<file path="src/rtl/config_loader_pkg.sv">
// Shared definitions for the configuration loader: FSM encodings and the
// CRC-16-CCITT constants plus its single-bit update step.
package config_loader_pkg;

    localparam logic [2:0] ST_IDLE      = 3'd0;
    localparam logic [2:0] ST_WAIT_WORD = 3'd1;
    localparam logic [2:0] ST_SHIFT     = 3'd2;
    localparam logic [2:0] ST_VERIFY    = 3'd3;
    localparam logic [2:0] ST_FINISH    = 3'd4;

    localparam logic [15:0] CRC_POLY = 16'h1021;
    localparam logic [15:0] CRC_INIT = 16'hFFFF;

    // MSB-first serial CRC: feedback is the incoming bit xor the register MSB
    function automatic logic [15:0] crc16_step(input logic [15:0] crc, input logic bit_in);
        logic fb;
        fb = crc[15] ^ bit_in;
        return {crc[14:0], 1'b0} ^ (fb ? CRC_POLY : 16'h0000);
    endfunction

endpackage

</file>
<file path="src/rtl/config_loader_crc16_serial.sv">
// One-bit-per-cycle CRC-16-CCITT accumulator used by the loader's readback check.
// Only built when CONFIG_LOADER_VERIFY_EN is defined; nothing references it otherwise.
`ifdef CONFIG_LOADER_VERIFY_EN
module crc16_serial
    import config_loader_pkg::*;
(
    input  logic        clk,
    input  logic        rst_n,
    input  logic        clr,
    input  logic        en,
    input  logic        bit_in,
    output logic [15:0] crc
);

    always_ff @(posedge clk or negedge rst_n) begin
        if (!rst_n) begin
            crc <= CRC_INIT;
        end else if (clr) begin
            crc <= CRC_INIT;
        end else if (en) begin
            crc <= crc16_step(crc, bit_in);
        end
    end

endmodule
`endif

</file>
<file path="src/rtl/config_loader.sv">
// Scan-chain configuration loader: serializes words LSB-first onto the chain head.
// Optional readback CRC check of the whole chain when CONFIG_LOADER_VERIFY_EN is defined.
//
// state     | meaning
// IDLE      | waiting for start
// WAIT_WORD | data_ready high, waiting for the next word
// SHIFT     | one buffered bit onto the chain per cycle
// VERIFY    | chain recirculated through scan_return, CRC over returned bits
// FINISH    | one cycle with done set, then back to IDLE
module config_loader
    import config_loader_pkg::*;
#(
    parameter int CHAIN_LENGTH = 32,
    parameter int WORD_WIDTH   = 8
) (
    input  logic                  clk,
    input  logic                  rst_n,
    input  logic                  start,
    input  logic [WORD_WIDTH-1:0] data_in,
    input  logic                  data_valid,
    output logic                  data_ready,
    output logic                  scan_out,
    output logic                  scan_en,
    input  logic                  scan_return,
    output logic                  busy,
    output logic                  done,
    output logic                  error
);

    localparam int CW  = $clog2(CHAIN_LENGTH + 1);
    localparam int WCW = $clog2(WORD_WIDTH + 1);
    localparam logic [CW-1:0]  CNT_END  = CW'(CHAIN_LENGTH);
    localparam logic [WCW-1:0] WORD_END = WCW'(WORD_WIDTH);

    logic [2:0]            state;
    logic [WORD_WIDTH-1:0] shift_buf;
    logic [CW-1:0]         bit_cnt;
    logic [WCW-1:0]        word_cnt;
    logic                  done_r;

    logic [CW-1:0]  bit_cnt_nxt;
    logic [WCW-1:0] word_cnt_nxt;
    logic           chain_end;
    logic           word_end;

    assign bit_cnt_nxt  = bit_cnt + CW'(1);
    assign word_cnt_nxt = word_cnt + WCW'(1);
    assign chain_end    = (bit_cnt_nxt == CNT_END);
    // a short final word ends on the chain count, dropping its upper bits
    assign word_end     = (word_cnt_nxt == WORD_END) || chain_end;

    always_ff @(posedge clk or negedge rst_n) begin
        if (!rst_n) begin
            state     <= ST_IDLE;
            shift_buf <= '0;
            bit_cnt   <= '0;
            word_cnt  <= '0;
            done_r    <= 1'b0;
        end else begin
            case (state)
                ST_IDLE: begin
                    if (start) begin
                        done_r  <= 1'b0;
                        bit_cnt <= '0;
                        state   <= ST_WAIT_WORD;
                    end
                end
                ST_WAIT_WORD: begin
                    if (data_valid) begin
                        shift_buf <= data_in;
                        word_cnt  <= '0;
                        state     <= ST_SHIFT;
                    end
                end
                ST_SHIFT: begin
                    shift_buf <= shift_buf >> 1;
                    bit_cnt   <= bit_cnt_nxt;
                    word_cnt  <= word_cnt_nxt;
                    if (chain_end) begin
`ifdef CONFIG_LOADER_VERIFY_EN
                        bit_cnt <= '0;
                        state   <= ST_VERIFY;
`else
                        done_r  <= 1'b1;
                        state   <= ST_FINISH;
`endif
                    end else if (word_end) begin
                        state <= ST_WAIT_WORD;
                    end
                end
`ifdef CONFIG_LOADER_VERIFY_EN
                ST_VERIFY: begin
                    bit_cnt <= bit_cnt_nxt;
                    if (chain_end) begin
                        done_r <= 1'b1;
                        state  <= ST_FINISH;
                    end
                end
`endif
                ST_FINISH: state <= ST_IDLE;
                default:   state <= ST_IDLE;
            endcase
        end
    end

    assign data_ready = (state == ST_WAIT_WORD);
    assign busy       = (state != ST_IDLE);
    assign done       = done_r;

`ifdef CONFIG_LOADER_VERIFY_EN
    logic [15:0] crc_load;
    logic [15:0] crc_return;
    logic        crc_clr;
    logic        error_r;

    assign crc_clr = (state == ST_IDLE) && start;

    crc16_serial u_crc_load (
        .clk    (clk),
        .rst_n  (rst_n),
        .clr    (crc_clr),
        .en     (state == ST_SHIFT),
        .bit_in (shift_buf[0]),
        .crc    (crc_load)
    );

    crc16_serial u_crc_return (
        .clk    (clk),
        .rst_n  (rst_n),
        .clr    (crc_clr),
        .en     (state == ST_VERIFY),
        .bit_in (scan_return),
        .crc    (crc_return)
    );

    // the last returned bit is folded in here since crc_return lags by a cycle
    always_ff @(posedge clk or negedge rst_n) begin
        if (!rst_n) begin
            error_r <= 1'b0;
        end else if (crc_clr) begin
            error_r <= 1'b0;
        end else if ((state == ST_VERIFY) && chain_end) begin
            error_r <= (crc_load != crc16_step(crc_return, scan_return));
        end
    end

    assign scan_en  = (state == ST_SHIFT) || (state == ST_VERIFY);
    assign scan_out = (state == ST_SHIFT)  ? shift_buf[0] :
                      (state == ST_VERIFY) ? scan_return  : 1'b0;
    assign error    = error_r;
`else
    logic unused_scan_return;
    assign unused_scan_return = scan_return;

    assign scan_en  = (state == ST_SHIFT);
    assign scan_out = (state == ST_SHIFT) && shift_buf[0];
    assign error    = 1'b0;
`endif

endmodule
</file>
<file path="config.mk">
export PLATFORM = sky130hd
export DESIGN_NAME = config_loader
export DESIGN_NICKNAME = d
export VERILOG_FILES = /design/src/rtl/config_loader_pkg.sv /design/src/rtl/config_loader_crc16_serial.sv /design/src/rtl/config_loader.sv
export SDC_FILE = /design/constraint.sdc
export NUM_CORES = 1
export LEC_CHECK = 0
export ABC_CLOCK_PERIOD_IN_PS = 2500
export CAP_MARGIN = 20
export CORE_MARGIN = 2
export CORE_UTILIZATION = 50
export DETAILED_ROUTE_END_ITERATION = 6
export PLACE_DENSITY = 0.77
export SETUP_SLACK_MARGIN = 0.02
export SLEW_MARGIN = 20
export SYNTH_ARGS = -nofsm -noshare
export SYNTH_HDL_FRONTEND = slang
export SYNTH_HIERARCHICAL = 1
export SYNTH_SLANG_ARGS = --single-unit
</file>
<file path="constraint.sdc">
create_clock -name clk -period 2.5 [get_ports clk]
set_input_delay 0.375 -clock clk [delete_from_list [all_inputs] [get_ports clk]]
set_output_delay 0.375 -clock clk [all_outputs]
set_load 0.02 [all_outputs]
</file>
==> flow_summary.ini, run 1 <==
[run_status]
status = finished, final reports clean

[timing]
fmax_mhz = 441.0
finalSetupViolCount = 0
finalSetupTns_ns = 0
fin_crit_ns = 2.267
report.final.slew_viol_count = 0
period_share_pct = 90.69
fin_skew_ns = 0.003668
rsz0062_at_grt = false
hold_violations = 0

[floorplan]
start_util_pct = 54.27
fp.dieW_um = 50.85
rows = 16
io_pins = 19
core_um2 = 2022
floorplan.die_area_um2 = 2585
die_h_um = 50.85

[worst_setup_path]
r2r-start = state[1]$_DFFE_PN0P_
cp.required_ns = 2.12
rrSetupSlack_ns = 0.99
path_class = register to primary output
cpMaxStageDelayCell = clkdlybuf4s50_1
cp-start-kind = register
reg2reg_depth = 4
critPathMaxStageDelay_ns = 0.60
critPathArrivalTime_ns = 1.89
path_max_fanout = 14
reg2reg_to = state[1]$_DFFE_PN0P_
endpoint_kind = primary output
crit_chain = or3b_4 -> clkinv_8 -> clkdlybuf4s50_1

[detailed_routing]
wl_per_cell_um = 12.99
vias = 857
highest_layer = met3
drt-initial-drc-count = 21
drt_wl_total_um = 2001
route.detailed.drc = 0
dr.pass1.iters = 5
wl_met1_um = 949
vias_per_cell = 5.565
met2WireLength_um = 958
ant_nets = 0
met3_length_um = 94

[yosys]
synth-seq-cells = 22
synth_edf_count = 0
async_flop_share_pct = 100.0
synth_area_leader_cell = dfrtp_1
synthAdderAreaFrac_pct = 2.281
yosys_most_used_dff = dfrtp_1
ys_warn_count = 6
ys_seq_area_share_pct = 50.17
synth_nets = 124
yosysUniqueCellTypes = 37
synth_top_area_share_pct = 50.17
synth-simple-area-share_pct = 18.13
synth-compound-area-share_pct = 18.93
synth_mux_area_share_pct = 1.824
synth_area_um2 = 1097
synth_top_family_by_area = compound AO/OA/AOI/OAI gates
ys_top_cells_by_area = dfrtp_1, nor2_1, nand2_1
synth_xor_area_share_pct = 2.395
syn-instance-count = 109
synth.avg_cell_area_um2 = 10.07

[placement]
dp_hpwl_um = 1427
io_buffers = 16
gp_congestion = 0.7391

[power_and_ir_drop]
power.density_nw_per_um2 = 1012
power_mw = 1.322
peakVddDrop_uv = 591.9
p_leak_nw = 0.5918

[final_layout]
diodes = 0
fin_nets = 143
multi_input_area_um2 = 484.2
syn_to_final_growth_pct = 19.04
fin_util_pct = 64.60
final-seq-area_um2 = 550.5
fillCellCount = 174
drive_gt1_share_pct = 12.60

[clocking]
cts_setup_buffers = 0
path_clk_slew_ns = 0.13
clock-sinks = 22
ctsHoldBuffers = 0
clk_path_buf_depth = 2
root_buffer = clkbuf_4
clk_latency_ns = 0.30
htreeDepth = 1
cts_made_buffers = 3
cts_tree = yes

[global_route]
grt_usage_pct = 18.63
antenna_found_initial = 0
grt_pass1_wl_um = 3594
grt_overflow = 0
grt_pass1_vias = 826
grt_max_degree = 23

[run]
max_cap_viol_count = 0

[hold_path]
hold_path_class = input port to asynchronous set/reset pin
how the worst max path moves through the flow:
| stage | start | endpoint | depth (start not counted) |
|---|---|---|---|
| after floorplan | state[2]$_DFFE_PN0P_ | scan_out | 5 |
| after CTS | state[1]$_DFFE_PN0P_ | scan_out | 4 |
| after global routing | state[1]$_DFFE_PN0P_ | scan_en | 3 |
| after detailed placement | state[1]$_DFFE_PN0P_ | scan_out | 4 |
| after global placement | state[1]$_DFFE_PN0P_ | scan_out | 4 |
| final | state[1]$_DFFE_PN0P_ | scan_en | 3 |
power breakdown:
part / internal, mW / switching [mW] / leakage (nW)
Clock: 0.0888 / 0.109 / 0.0210
Sequential: 0.476 / 0.0986 / 0.281
Combinational: 0.252 / 0.298 / 0.290
Total: 0.817 / 0.506 / 0.592
cell families after synthesis:
kind of cell	Yosys count
AND/OR/NAND/NOR	41
AO/OA/AOI/OAI	32
flip-flops	22
buffers and inverters	6
XOR/XNOR	3
adder cells (fa/ha/maj)	2
multiplexers	2
other	1
through the flow:
| step | hold WS (ns) | setup slack, ns | std cells | area (um^2) |
|---|---|---|---|---|
| CTS | 0.4102 | 0.07694 | 154 | 1304 |
| detailed placement | 0.4827 | 0.3684 | 150 | 1265 |
| global placement | 0.4715 | 0.4087 | 150 | 1265 |
| global route | 0.4050 | 0.1524 | 154 | 1306 |
| finish | 0.4000 | 0.2326 | 154 | 1306 |
| floorplan | 0.07941 | 0.8021 | 109 | 1097 |
final cells by class:
| cell class | count | share of cell area [%] |
|---|---|---|
| multi-input combinational | 81 | 37.07 |
| sequential | 22 | 42.15 |
| clock buffer | 4 | 2.778 |
| tap | 27 | 2.586 |
| inverter | 1 | 1.245 |
| timing repair buffer | 19 | 14.18 |
cell usage after synthesis (2+ instances only):
cell type,n
a22o_1,2
a31oi_1,2
nor2_1,15
ha_1,2
dfrtp_1,22
mux2i_1,2
xor2_1,2
buf_6,2
nand2_1,13
o22ai_1,5
o21ai_0,8
and2_1,2
nand3_1,3
o21ai_1,6
registers in the layout, summed over array words and instances, names as in the netlist:
register,count
bit_cnt,6
word_cnt,4
shift_buf,8
done,1
state,3
placed cells by master, fill, tap and decap left out, types with 2 or more instances in the layout:
| master | n |
|---|---|
| dfrtp_1 | 22 |
| nor2_1 | 15 |
| clkdlybuf4s50_1 | 15 |
| nand2_1 | 13 |
| o21ai_0 | 8 |
| o21ai_1 | 6 |
| o22ai_1 | 5 |
| nand3_1 | 3 |
| clkbuf_4 | 3 |
| buf_4 | 3 |
| and2_1 | 2 |
| mux2i_1 | 2 |
| xor2_1 | 2 |
| a22o_1 | 2 |
| a31oi_1 | 2 |
| ha_1 | 2 |
critical path: cells and delay by family, from the launching register on:
kind / cells / cell delay, ns
flip-flops: 1 / 0.44
buffers and inverters: 2 / 0.69
AND/OR/NAND/NOR: 1 / 0.45
per-layer routing:
layer,vias to the layer above,global-route usage [%]
li1,422,-
met1,408,25.00
met2,27,30.48
met3,0,2.339
met4,0,8.108
met5,-,0
repair_timing:
item,4_1_cts,5_1_grt
endpoints found under the setup margin,1,1
hold endpoints to repair,0,0
gates resized for setup,1,1
Note: power is estimated with default switching activity, not from simulation.
==> inputs of run 2 (changes only) <==
- ABC_CLOCK_PERIOD_IN_PS: 2500 -> unset
==> results of run 2 <==
No change in the layout: final DEF, timing and power equal those of run 1.
==> inputs of run 3 (changes only) <==
- CORE_UTILIZATION: 50 -> 46
- PLACE_DENSITY: 0.77 -> 0.72
- SLEW_MARGIN: 20 -> unset
==> flow_summary.ini, run 3 (same netlist as run 1, synthesis figures left out) <==
[timing]
period_share_pct = 92.05
fin_ws_ns = 0.1988
hold_violations = 0
max_slew.worst_pin.slew_ns = 0.5150
finalSetupViolCount = 0
rsz0062_at_grt = false
fmax_mhz = 434.6
fin_skew_ns = 0.002337
relSlewSlack_pct = 65.59
fin_crit_ns = 2.301
finalSetupTns_ns = 0
report.final.slew_viol_count = 0

[run_status]
status = finished, final reports clean

[final_layout]
final-seq-area_um2 = 550.5
syn_to_final_growth_pct = 18.47
multi_input_area_um2 = 484.2
largest_reg_flops = 8
diodes = 0
fin_cells = 154
postLayoutCellArea_um2 = 1300
fin_util_pct = 58.21
regMostFlops = shift_buf
fillCellCount = 202
layout_commonest_cell = dfrtp_1
largestRegisters = shift_buf: 8 flops, bit_cnt: 6 flops, word_cnt: 4 flops
fin_nets = 142
layout_common_cells = dfrtp_1, nor2_1, clkdlybuf4s50_1
drive_gt1_share_pct = 11.90

[worst_setup_path]
endpoint_kind = primary output
path_class = register to primary output
critPathArrivalTime_ns = 1.93
cp-start-kind = register
path_max_fanout = 5
cp.required_ns = 2.12

[floorplan]
start_util_pct = 49.13
die_h_um = 52.84
floorplan.die_area_um2 = 2792
core_um2 = 2233
rows = 17
io_pins = 19
fp.dieW_um = 52.84

[global_route]
met2_usage_pct = 26.46
grt.busiest_layer = met2
grt_usage_pct = 17.62
grt_pass1_vias = 855
grt_pass1_wl_um = 3546
grt_overflow = 0
grt_max_degree = 23
antenna_found_initial = 0
use_met3_pct = 2.857
met1_usage_pct = 23.08

[detailed_routing]
vias = 835
drt_wl_total_um = 1990
drt-initial-drc-count = 17
wl_per_cell_um = 12.92
ant_nets = 0
vias_per_cell = 5.422
route.detailed.drc = 0
dr.pass1.iters = 4

[clocking]
root_buffer = clkbuf_4
htreeDepth = 1
clock-sinks = 22
clk_path_buf_depth = 2
cts_made_buffers = 3
cts_setup_buffers = 0
clk_latency_ns = 0.31
path_clk_slew_ns = 0.11
ctsHoldBuffers = 0
cts_tree = yes

[power_and_ir_drop]
power.density_nw_per_um2 = 1006
p_leak_nw = 0.5867
peakVddDrop_uv = 637.1

[placement]
pre_cts_slack_ns = 0.3650
io_buffers = 16
post_dp_cell_area_um2 = 1259
gp_congestion = 0.7236
place_inst = 150
dp_hpwl_um = 1444

[run]
max_cap_viol_count = 0

[hold_path]
hold_path_class = input port to asynchronous set/reset pin
==> run 3: final timing paths <==
check / start / endpoint / slack [ns] / cells after the start
worst max register to register: state[1]$_DFFE_PN0P_ / bit_cnt[5]$_DFFE_PN0P_ / 0.98 / 5
worst min-delay path: rst_n / shift_buf[4]$_DFFE_PN0P_ / 0.40 / 2
max in group asynchronous: rst_n / bit_cnt[4]$_DFFE_PN0P_ / 1.89 / 2
min in group clk: shift_buf[2]$_DFFE_PN0P_ / shift_buf[1]$_DFFE_PN0P_ / 0.50 / 2
worst max-delay path: state[2]$_DFFE_PN0P_ / data_ready / 0.20 / 2
worst min register to register: shift_buf[2]$_DFFE_PN0P_ / shift_buf[1]$_DFFE_PN0P_ / 0.50 / 2
==> run 3: cell type report <==
class / instances / area share [%]
inverter: 1 / 1.251
clock buffer: 4 / 2.791
tap: 28 / 2.695
sequential: 22 / 42.35
multi-input combinational: 81 / 37.25
timing repair buffer: 18 / 13.67
==> run 3: stage by stage <==
| step | power, mW | hold WS [ns] |
|---|---|---|
| 2_1_floorplan | 0.9861 | 0.07941 |
| 3_3_place_gp | 1.099 | 0.4741 |
| 3_5_place_dp | 1.120 | 0.4819 |
| 4_1_cts | 1.325 | 0.3939 |
| 5_1_grt | 1.412 | 0.4238 |
| 6_report | 1.307 | 0.3952 |
==> run 3: where the power goes <==
group          leakage, nW  switching (mW)  internal, mW
sequential           0.281          0.0955         0.476
combinational        0.285           0.301         0.243
clock               0.0210           0.103        0.0890
total                0.587           0.500         0.808
==> run 3: repair_timing <==
action                                  4_1_cts  5_1_grt
cloned                                        0        0
pin swaps                                     0        0
gates resized for setup                       1        1
endpoints found under the setup margin        1        1
==> run 3: layer usage <==
layer / up-vias / share of wire, %
met2: 20 / 45
met4: 0 / 2.5
met1: 389 / 49
met3: 5 / 3.6
met5: - / 0
li1: 421 / -
==> run 3: worst max-delay path, stage by stage (launching register included) <==
cell and delay [ns]:
dfrtp_1 0.44, nor3b_1 0.48, clkdlybuf4s50_1 0.70
